`config.mk`:
```
export PLATFORM = sky130hd
export DESIGN_NAME = regfile_access_arbiter
export DESIGN_NICKNAME = d
export VERILOG_FILES = /design/src/rtl/regfile_access_arbiter.sv
export SDC_FILE = /design/constraint.sdc
export NUM_CORES = 1
export LEC_CHECK = 0
export CAP_MARGIN = 20
export CORE_MARGIN = 10
export CORE_UTILIZATION = 32
export CTS_CLUSTER_DIAMETER = 80
export DETAILED_ROUTE_END_ITERATION = 6
export GPL_ROUTABILITY_DRIVEN = 1
export HOLD_SLACK_MARGIN = 0.15
export MAX_ROUTING_LAYER = met4
export PLACE_DENSITY_LB_ADDON = 0.25
export SLEW_MARGIN = 15
export SYNTH_ARGS = -nofsm -noshare
export SYNTH_HDL_FRONTEND = slang
export SYNTH_SLANG_ARGS = --single-unit
```
`constraint.sdc`:
```
create_clock -name AXI_aclk -period 2.8 [get_ports AXI_aclk]
set_clock_uncertainty 0.1 [all_clocks]
set_input_delay 0.42 -clock AXI_aclk [delete_from_list [all_inputs] [get_ports AXI_aclk]]
set_output_delay 0.42 -clock AXI_aclk [all_outputs]
set_load 0.02 [all_outputs]
```
`src/rtl/regfile_access_arbiter.sv`:
```
// ============================================================================
// regfile_access_arbiter
//
// Purpose:
//   Arbiter and access sequencer for the single-port shared DMA register file.
//   Three requesters compete for it: the AXI slave write FSM, the AXI slave
//   read FSM and the DMA channel engine. Ownership is granted per burst:
//   - The AXI sides keep the regfile for their whole "occupied" window.
//   - The DMA engine is time-sliced by a beat quota whenever somebody else
//     is waiting.
//   The owner's access is steered onto the regfile port. Read data, which
//   returns one cycle after the access, is routed back to whichever
//   requester issued the read.
//
// Parameters:
//   REGFILE_ADDRWIDTH  regfile address width
//   REGFILE_DATAWIDTH  regfile data width
//   DMA_MAX_BEATS      DMA accesses per grant while another requester waits (>=1)
//   BEAT_CNT_W         width of the DMA beat counter
//
// Ports:
//   AXI_aclk, AXI_areset          clock, synchronous active-high reset
//   wr_occupied / sys_write*      slave write FSM request, strobe, address, data
//   sys_writeReady                write side owns the regfile
//   rd_occupied / sys_read*       slave read FSM request, strobe, address
//   sys_readReady                 read side owns the regfile
//   sys_readData / sys_readValid  read return to the slave read FSM
//   dma_req / dma_en / dma_we     DMA request, access strobe, write select
//   dma_addr / dma_wdata          DMA address and write data
//   dma_ready                     DMA owns the regfile
//   dma_rdata / dma_rvalid        read return to the DMA engine
//   rf_en/rf_we/rf_addr/rf_wdata  regfile access port
//   rf_rdata                      regfile read data (one cycle after the read)
// ============================================================================
module regfile_access_arbiter #(
    parameter int REGFILE_ADDRWIDTH = 9,
    parameter int REGFILE_DATAWIDTH = 9,
    parameter int DMA_MAX_BEATS     = 4,
    parameter int BEAT_CNT_W        = $clog2(DMA_MAX_BEATS + 1)
) (
    input  logic                         AXI_aclk,
    input  logic                         AXI_areset,

    input  logic                         wr_occupied,
    input  logic                         sys_writeEnable,
    input  logic [REGFILE_ADDRWIDTH-1:0] sys_writeAddress,
    input  logic [REGFILE_DATAWIDTH-1:0] sys_writeData,
    output logic                         sys_writeReady,

    input  logic                         rd_occupied,
    input  logic                         sys_readEnable,
    input  logic [REGFILE_ADDRWIDTH-1:0] sys_readAddress,
    output logic                         sys_readReady,
    output logic [REGFILE_DATAWIDTH-1:0] sys_readData,
    output logic                         sys_readValid,

    input  logic                         dma_req,
    input  logic                         dma_en,
    input  logic                         dma_we,
    input  logic [REGFILE_ADDRWIDTH-1:0] dma_addr,
    input  logic [REGFILE_DATAWIDTH-1:0] dma_wdata,
    output logic                         dma_ready,
    output logic [REGFILE_DATAWIDTH-1:0] dma_rdata,
    output logic                         dma_rvalid,

    output logic                         rf_en,
    output logic                         rf_we,
    output logic [REGFILE_ADDRWIDTH-1:0] rf_addr,
    output logic [REGFILE_DATAWIDTH-1:0] rf_wdata,
    input  logic [REGFILE_DATAWIDTH-1:0] rf_rdata
);

    typedef enum logic [1:0] {
        NONE    = 2'd0,
        GNT_WR  = 2'd1,
        GNT_RD  = 2'd2,
        GNT_DMA = 2'd3
    } state_t;

    localparam logic [BEAT_CNT_W-1:0] LAST_BEAT = BEAT_CNT_W'(DMA_MAX_BEATS - 1);
    localparam logic [BEAT_CNT_W-1:0] ONE_BEAT  = BEAT_CNT_W'(1);

    state_t                state;
    state_t                last_owner;
    logic [BEAT_CNT_W-1:0] beat_cnt;
    logic                  tag_sys_rd;
    logic                  tag_dma_rd;

    logic [2:0]            req_vec;
    logic [2:0]            owner_mask;
    state_t                pick_all;
    state_t                pick_other;
    logic                  dma_beat;
    logic                  quota_hit;
    logic                  others_pending;

    logic                         acc_en;
    logic                         acc_we;
    logic [REGFILE_ADDRWIDTH-1:0] acc_addr;
    logic [REGFILE_DATAWIDTH-1:0] acc_wdata;

    // Round-robin pick: search starts just after the last granted owner, so
    // with the pointer at its reset value (DMA) the order is WR, RD, DMA.
    // req bit 0 = write, bit 1 = read, bit 2 = DMA.
    function automatic state_t rr_pick(input logic [2:0] req, input state_t last);
        state_t win;
        win = NONE;
        case (last)
            GNT_WR: begin
                if (req[1])      win = GNT_RD;
                else if (req[2]) win = GNT_DMA;
                else if (req[0]) win = GNT_WR;
            end
            GNT_RD: begin
                if (req[2])      win = GNT_DMA;
                else if (req[0]) win = GNT_WR;
                else if (req[1]) win = GNT_RD;
            end
            default: begin
                if (req[0])      win = GNT_WR;
                else if (req[1]) win = GNT_RD;
                else if (req[2]) win = GNT_DMA;
            end
        endcase
        return win;
    endfunction

    // The releasing owner is masked out of the handover pick so a burst
    // never re-grants itself while it is letting go.
    always_comb begin
        req_vec    = {dma_req, rd_occupied, wr_occupied};
        owner_mask = 3'b000;
        case (state)
            GNT_WR:  owner_mask = 3'b001;
            GNT_RD:  owner_mask = 3'b010;
            GNT_DMA: owner_mask = 3'b100;
            default: owner_mask = 3'b000;
        endcase
        pick_all       = rr_pick(req_vec, last_owner);
        pick_other     = rr_pick(req_vec & ~owner_mask, last_owner);
        dma_beat       = dma_en && (state == GNT_DMA);
        quota_hit      = dma_beat && (beat_cnt == LAST_BEAT);
        others_pending = wr_occupied || rd_occupied;
    end

    // Grant FSM, round-robin pointer, DMA beat counter and read-return tags.
    // Every transition out of a grant goes straight to the next winner, so
    // there is never an idle cycle between owners while someone is waiting.
    always_ff @(posedge AXI_aclk) begin
        if (AXI_areset) begin
            state      <= NONE;
            last_owner <= GNT_DMA;
            beat_cnt   <= '0;
            tag_sys_rd <= 1'b0;
            tag_dma_rd <= 1'b0;
        end else begin
            // Tags follow the access itself, not the grant, so a read in the
            // last cycle of a grant still returns to its issuer after handover.
            tag_sys_rd <= acc_en && !acc_we && (state == GNT_RD);
            tag_dma_rd <= acc_en && !acc_we && (state == GNT_DMA);

            case (state)
                NONE: begin
                    if (pick_all != NONE) begin
                        state      <= pick_all;
                        last_owner <= pick_all;
                        beat_cnt   <= '0;
                    end
                end
                GNT_WR: begin
                    if (!wr_occupied) begin
                        state    <= pick_other;
                        beat_cnt <= '0;
                        if (pick_other != NONE) last_owner <= pick_other;
                    end
                end
                GNT_RD: begin
                    if (!rd_occupied) begin
                        state    <= pick_other;
                        beat_cnt <= '0;
                        if (pick_other != NONE) last_owner <= pick_other;
                    end
                end
                GNT_DMA: begin
                    if (!dma_req || (quota_hit && others_pending)) begin
                        state    <= pick_other;
                        beat_cnt <= '0;
                        if (pick_other != NONE) last_owner <= pick_other;
                    end else if (dma_beat) begin
                        // Quota reached with nobody waiting: start a fresh
                        // slice but keep the grant.
                        beat_cnt <= quota_hit ? '0 : beat_cnt + ONE_BEAT;
                    end
                end
                default: state <= NONE;
            endcase
        end
    end

    // Readies are pure decodes of the registered grant.
    assign sys_writeReady = (state == GNT_WR);
    assign sys_readReady  = (state == GNT_RD);
    assign dma_ready      = (state == GNT_DMA);

    // Owner access mux; strobes from anyone but the owner are dropped.
    always_comb begin
        acc_en    = 1'b0;
        acc_we    = 1'b0;
        acc_addr  = '0;
        acc_wdata = '0;
        case (state)
            GNT_WR: begin
                acc_en    = sys_writeEnable;
                acc_we    = 1'b1;
                acc_addr  = sys_writeAddress;
                acc_wdata = sys_writeData;
            end
            GNT_RD: begin
                acc_en    = sys_readEnable;
                acc_we    = 1'b0;
                acc_addr  = sys_readAddress;
            end
            GNT_DMA: begin
                acc_en    = dma_en;
                acc_we    = dma_we;
                acc_addr  = dma_addr;
                acc_wdata = dma_wdata;
            end
            default: begin
                acc_en    = 1'b0;
                acc_we    = 1'b0;
                acc_addr  = '0;
                acc_wdata = '0;
            end
        endcase
    end

    // No regfile access and no read return while reset is held, so a burst
    // cut short by reset cannot write the regfile or leak a stale rvalid.
    assign rf_en    = acc_en && !AXI_areset;
    assign rf_we    = acc_we && rf_en;
    assign rf_addr  = acc_addr;
    assign rf_wdata = acc_wdata;

    assign sys_readValid = tag_sys_rd && !AXI_areset;
    assign dma_rvalid    = tag_dma_rd && !AXI_areset;
    assign sys_readData  = sys_readValid ? rf_rdata : '0;
    assign dma_rdata     = dma_rvalid    ? rf_rdata : '0;

endmodule

```
# Word level (Yosys, flattened, before mapping)
# Cells that the tools add are included.
[totals] wordCells=83 output_inout_bits=43 ff_bits=9
[op_classes] reduce_logical=20 bitwise_logic=2 mux=44 n_addsub=1 eq_ne=11
[op_table] op="$mux 2" n=24
[op_table] op="$pmux 9 s3" n=1
[op_table] op="$mux 3" n=6
[op_table] op="$mux 9" n=2
[op_table] op="$pmux 9 s2" n=1
[op_table] op="$pmux 2 s4" n=2
[op_table] op="$pmux 3 s4" n=1
[op_table] op="$logic_and 1x1->1" n=10
[op_table] op="$pmux 3 s3" n=1
[op_table] op="$pmux 2 s2" n=2
[op_table] op="$reduce_and 4->1" n=2
[op_table] op="$eq 2x2->1 const B" n=3
[op_table] op="$ne 2x2->1 const B" n=3
[op_table] op="$eq 2x1->1 const B" n=2
[op_table] op="$reduce_bool 2->1" n=2
[op_table] op="$add 3x1->3 const B" n=1
[op_table] op="$and 3x3->3" n=1
[op_table] op="$eq 3x2->1 const B" n=1
[op_table] op="$logic_not 1->1" n=3
[op_table] op="$ne 3x1->1 const B" n=1
[op_table] op="$not 3->3" n=1
[op_table] op="$pmux 1 s3" n=1
[op_table] op="$logic_not 2->1" n=1
[op_table] op="$logic_or 1x1->1" n=2
[op_table] op="3 further kinds" n=4

# Logic depth before layout (Yosys ltp)
# Gate-level depths: netlist (run 1).
[logic_depth] depth_word=12 mapped_depth=8

# Worst setup path before layout (run 1)
# Ideal clock, no wire load.
[synth_path] path_kind="reg-to-reg" startpoint="register last_owner[0]" endpoint="register last_owner[0]" synth_period_minus_slack_ns=2.011 setup_slack_ns=0.789 path_buffers=1 t_arrival_ns=1.789 stages_incl_launch_ff=9 required_time_ns=2.578 path_cell_list="dfxtp_1 > inv_1 > ha_1 > buf_4 > mux2i_1 > a211o_1 > o2111ai_2 > and2_1 > a221o_1"
[synth_between] elab_chain_len=6 word_cells_on_any_way=14 classes_between="3 x eq/ne; 8 x mux; 3 x reduce/logical"
[synth_lines] element="from (decl)" line_no="84" rtl="state_t last_owner;"
[synth_lines] element="from (signal assigned)" line_no="166" rtl="last_owner <= pick_all;"
[synth_lines] element="from (signal assigned)" line_no="174" rtl="if (pick_other != NONE) last_owner <= pick_other;"
[synth_lines] element="from (signal assigned)" line_no="181" rtl="if (pick_other != NONE) last_owner <= pick_other;"
[synth_lines] element="$eq 2x2->1 / $eq 2x1->1 (equally long branches)" line_no="108" rtl="case (last)"
[synth_lines] element="$pmux 2 s2" line_no="108"
[synth_lines] element="$reduce_bool 2->1" line_no="174, 181, 188"
[synth_lines] element="$mux 2" line_no="174, 181, 188"
[synth_lines] element="$mux 2, on equally long branches" line_no="185, 171, 178"
[synth_lines] element="$pmux 2 s4" line_no="162" rtl="case (state)"
# Parallel ways exist; a longest one is shown, timed or not. The select of a mux whose other input is x is not followed.
# A chain may end at the register's enable or synchronous reset.

# Worst setup path in the final report (run 1)
[layout_path] startpoint="input port dma_en" endpoint="output port rf_we"
[layout_between] elab_chain_len=3
[layout_lines] element="from (decl)" line_no="58" rtl="input logic dma_en,"
[layout_lines] element="$pmux 1 s3" line_no="211" rtl="case (state)"
[layout_lines] element="$logic_and 1x1->1" line_no="240" rtl="assign rf_en = acc_en && !AXI_areset;"
[layout_lines] element="$logic_and 1x1->1" line_no="241" rtl="assign rf_we = acc_we && rf_en;"
[layout_lines] element="to (decl)" line_no="67" rtl="output logic rf_we,"
# Every way passes these cells.

==> results of run 1 <==
flip-flops by register name, summed over array words and instances, names as in the netlist:
name        count
beat_cnt        3
last_owner      2
state           2
tag_dma_rd      1
tag_sys_rd      1
routing by layer:
| metal | GRT usage | wire [um] | vias to the layer above |
|---|---|---|---|
| li1 | - | - | 798 |
| met1 | 0.162 | 2080 | 689 |
| met2 | 0.249 | 2510 | 73 |
| met3 | 0.0994 | 692 | 2 |
| met4 | 0.0119 | 4 | 0 |
| met5 | - | 0 | - |
final timing paths:
check | from | endpoint | slack (ns) | cells after the start
max | dma_en | rf_we | 0.20 | 6
min | beat_cnt[1] | beat_cnt[1] | 0.38 | 2
max reg2reg | last_owner[0] | last_owner[0] | 0.55 | 7
min reg2reg | beat_cnt[1] | beat_cnt[1] | 0.38 | 2
power groups by stage:
stage / sequential (mW) / combinational (mW) / clock [mW]
after floorplan: 0.170 / 0.790 / 0
after global placement: 0.183 / 1.18 / 0
after detailed placement: 0.182 / 1.19 / 0
after CTS: 0.181 / 1.20 / 0.155
after global routing: 0.183 / 1.29 / 0.166
final: 0.181 / 1.18 / 0.151
synthesized netlist by cell type, types with 2 or more instances:
master / number
a2111oi_4: 2
a21oi_1: 7
a221o_1: 2
and2_1: 19
buf_2: 3
buf_4: 2
clkbuf_1: 4
dfxtp_1: 9
ha_1: 3
inv_1: 9
mux2i_1: 22
nand2_1: 17
nand2b_1: 2
nand3_1: 2
nor2_1: 8
nor2b_1: 13
nor3_1: 4
o211ai_1: 5
o21ai_0: 12
final cells by class:
type | count | share of cell area
Clock buffer | 4 | 0.0187
Inverter | 9 | 0.0140
Multi-Input combinational cell | 136 | 0.401
Sequential cell | 9 | 0.0747
Tap cell | 48 | 0.0249
Timing Repair Buffer | 115 | 0.467
critical path, cell delays in order:
cell and delay (ns):
clkdlybuf4s50_1 0.55, mux2i_1 0.09, o21ai_0 0.15, nand2_1 0.13
nor2_1 0.12, clkdlybuf4s50_1 0.61
stage by stage:
stage                     power, mW  instance area [um2]  instances  worst slack, ns   util
after floorplan               0.960                 1240        165            0.789      -
after CTS                      1.53                 2410        321            0.199  0.649
final                          1.51                 2410        321            0.202  0.649
after global placement         1.37                 2370        317            0.206  0.637
after global routing           1.64                 2410        321           0.0481  0.649
after detailed placement       1.37                 2370        317            0.209  0.637
kinds of logic (layout without fill, tap and decap cells):
group	after synthesis	after routing	share of synthesized area
AOI/OAI and AO/OA	40	40	0.255
muxes	22	22	0.178
buffers and inverters	20	128	0.0757
adders and majority gates	3	3	0.0303
DFF	9	9	0.145
and+or+nand+nor	71	71	0.316
==> reports/metrics.cfg, run 1 <==
[status]
status=finished clean

[pwr]
power.internal_mw=0.834
vdd_ir_drop_max_mv=0.341
pwr_density_cell_nw_per_um2=628
power_frac_clock=0.100
p_leak_nw=0.930
seqPwrFrac=0.119
power_frac_comb=0.781
netSwitchingFraction=0.450
netSwitchingPower_mw=0.681

[floorplan]
core_area_um2=3720
dieArea_um2=6760
dieHeight_um=82.2
initial_core_util=0.334
placementRows=22
die_x_um=82.2
pin_count=106

[setup_path]
arrival_ns=2.08
end_kind=primary output
crit_fanout=5
crit_path_start_kind=input pin
cp.required_ns=2.28
crit_type=input pin to primary output

[finish]
final_nets=340
antenna_cells=0
multi_input_area_um2=966
regArea_um2=180
fillers=349
final_cell_mix=clkdlybuf4s50_1 (105), mux2i_1 (22), and2_1 (19)
final_common_cell=clkdlybuf4s50_1
area_growth_pct=94.4
drive_gt1_frac=0.0733

[synth]
synth_flop_cell=dfxtp_1
yosys_warnings=0
synth_top_area_frac=0.178
yosysUniqueCellTypes=39
ys_seq_area_frac=0.145
synth_area_leaders=mux2i_1 (18%), dfxtp_1 (15%), and2_1 (9.6%)
ys_seq_elements=9
synthCells=165
syn_area_um2=1240
synthArstFlopShare=0
synth.avg_cell_area_um2=7.51
synth_fp_nets=231
synth_edf_count=0
yosysTopAreaCell=mux2i_1

[drt]
drc=0
num_vias=1562
totalWireLength_mm=5.29
dr.pass1.iters=4
antenna_left=0
drt_iter0_markers=135
wire_per_inst_um=16.5
viasPerCell=4.87

[global_routing]
antenna_found_initial=0
track_usage=0.154
grt_pass1_wl_mm=8.03
grt_pass1_vias=1596
grt_max_degree=18
overflow=0

[timing]
whs_ns=0.376
fin_crit_sh=0.928
setup_viol=0
maxSlewViolCount=0
final_hold_viol_count=0
fin_crit_ns=2.60
fin_setup_tns_ns=0
max_freq_mhz=385
worstMarginPinSlew_ns=0.458
rsz0062_at_grt=false
relSlewSlack=0.694

[place]
portBuffers=105
gp_congestion=0.823
dp_hpwl_mm=4.64

[cts]
cts_buffer_depth=2
htreeDepth=1
cts_resized=0
clk_pin_slew_ns=0.04
cts_hold_buf=0
post_cts_buffers=0
numCtsBuffers=3
clockRootBuffer=clkbuf_8
cts_tree=built
insertion_delay_ns=0.23
clock_sinks=9

[run]
maxCapViolCount=0

[hold_path]
worstHoldPathType=register to register

(Power assumes the default switching activity.)
==> run 2, diff against run 1 <==
--- a/config.mk
+++ b/config.mk
@@ -5,12 +5,11 @@
 export SDC_FILE = /design/constraint.sdc
 export NUM_CORES = 1
 export LEC_CHECK = 0
-export CAP_MARGIN = 20
+export CAP_MARGIN = 30
 export CORE_MARGIN = 10
 export CORE_UTILIZATION = 32
 export CTS_CLUSTER_DIAMETER = 80
 export DETAILED_ROUTE_END_ITERATION = 6
-export GPL_ROUTABILITY_DRIVEN = 1
 export HOLD_SLACK_MARGIN = 0.15
 export MAX_ROUTING_LAYER = met4
 export PLACE_DENSITY_LB_ADDON = 0.25
==> results of run 2 <==
Final layout, timing and power as in run 1 (identical DEF).
==> run 3, diff against run 2 <==
--- a/config.mk
+++ b/config.mk
@@ -5,7 +5,8 @@
 export SDC_FILE = /design/constraint.sdc
 export NUM_CORES = 1
 export LEC_CHECK = 0
-export CAP_MARGIN = 30
+export CAP_MARGIN = 20
+export CORE_ASPECT_RATIO = 1.4
 export CORE_MARGIN = 10
 export CORE_UTILIZATION = 32
 export CTS_CLUSTER_DIAMETER = 80
==> run 3 against run 2 <==
Register-to-register slack got worse by 0.02 ns. Sequential power barely moved. Sequential cell count did not move. Setup slack improved by 0.032 ns. Maximum frequency rose by 1.2%. Critical path type unchanged. Non-clock buffer count fell by 1. First-iteration DRC count fell by 53%. Clock-buffer cell count fell by 1. Largest power group unchanged. Worst hold slack got worse by 0.0085 ns. Critical path depth fell by 1. Sequential share of layout area barely moved. Routed wire length fell by 3.9%.
==> reports/metrics.cfg, run 3 (synthesis results as in run 1) <==
[status]
status=finished clean

[finish]
fin_cells=314
final_common_cell=clkdlybuf4s50_1
drive_gt1_frac=0.0735
antenna_cells=0
final_cell_mix=clkdlybuf4s50_1 (105), mux2i_1 (22), and2_1 (19)
largest_reg_flops=3
area_growth_pct=93.3
top_regs=beat_cnt: 3 flops, last_owner: 2 flops, state: 2 flops
max_flop_register=beat_cnt
final_nets=339
post-route-cell-area_um2=2400

[global_routing]
grt_use_met1=0.154
track_usage=0.146
busiest_layer=met2
grt_max_degree=17
grt.met2_usage=0.269
grt_pass1_vias=1543
grt_use_met3=0.0349
overflow=0
antenna_found_initial=0
grt_pass1_wl_mm=7.83

[timing]
fin_crit_ns=2.57
setup_viol=0
rsz0062_at_grt=false
maxSlewViolCount=0
worstMarginPinSlew_ns=0.403
final_hold_viol_count=0
max_freq_mhz=390
fin_setup_tns_ns=0
fin_crit_sh=0.917
relSlewSlack=0.731

[hold_path]
worstHoldPathType=register to register

[cts]
numCtsBuffers=3
htreeDepth=1
clockRootBuffer=clkbuf_8
post_cts_buffers=0
cts_tree=built
clk_pin_slew_ns=0.05
cts_resized=0
cts_buffer_depth=2
clock_sinks=9
cts_hold_buf=0
insertion_delay_ns=0.24

[floorplan]
dieArea_um2=6800
dieHeight_um=93.7
initial_core_util=0.334
core_area_um2=3710
pin_count=106
placementRows=26
die_x_um=72.6

[setup_path]
crit_path_start_kind=input pin
cpPeakStageDelay_ns=0.62
path_cells=clkdlybuf4s50_1, nor2b_1, buf_4, and2_1, clkdlybuf4s50_1
end_kind=primary output
arrival_ns=2.05
cpMostUsedCell=clkdlybuf4s50_1
crit_type=input pin to primary output
cp.required_ns=2.28
cp_slowest_cell=clkdlybuf4s50_1
crit_fanout=10

[drt]
num_vias=1538
drt_iter0_markers=63
dr.pass1.iters=4
drc=0
wire_per_inst_um=16.2
antenna_left=0
viasPerCell=4.90
totalWireLength_mm=5.08

[place]
placed_area_um2=2350
dp_hpwl_mm=4.37
portBuffers=105
dp_cells=310
gp_congestion=0.880

[pwr]
pwr_density_cell_nw_per_um2=630
vdd_ir_drop_max_mv=0.536
power_mw=1.51
p_leak_nw=0.928

[run]
maxCapViolCount=0

run 3: path summary, 6_finish.rpt:
path                                    start       endpoint  slack, ns  depth (start not counted)
worst min-delay path              beat_cnt[1]    beat_cnt[1]       0.37                          2
worst max-delay path               AXI_areset   dma_rdata[6]       0.23                          5
worst min register to register    beat_cnt[1]    beat_cnt[1]       0.37                          2
worst max register to register  last_owner[0]  last_owner[0]       0.53                          7
run 3: where the power goes:
| group | internal, mW | switching, mW |
|---|---|---|
| Clock | 0.0974 | 0.0569 |
| Sequential | 0.154 | 0.0271 |
| Combinational | 0.574 | 0.600 |
| Total | 0.826 | 0.684 |
run 3: cell type report:
type | count | area (um2)
Tap cell | 42 | 52.6
Inverter | 9 | 33.8
Fill cell | 326 | 1310
Timing Repair Buffer | 114 | 1120
Clock inverter | 1 | 5.00
Multi-Input combinational cell | 136 | 966
Clock buffer | 3 | 41.3
Sequential cell | 9 | 180
run 3: critical path: cells and delay by family:
| family | cells | cell delay [ns] |
|---|---|---|
| and+or+nand+nor | 2 | 0.28 |
| buffers and inverters | 3 | 1.34 |
run 3: metrics by stage:
stage                     utilization  hold slack, ns  setup slack (ns)
final                           0.646           0.368             0.234
after global routing            0.646           0.399             0.161
after CTS                       0.646           0.371             0.248
after detailed placement        0.634           0.364             0.252
after global placement          0.634           0.352             0.273
after floorplan                     -           0.342             0.789
run 3: per-layer routing:
metal,share of wire,vias up
met5,0,-
li1,-,792
met2,0.58,48
met3,0.045,4
met4,0.0047,0
met1,0.37,694
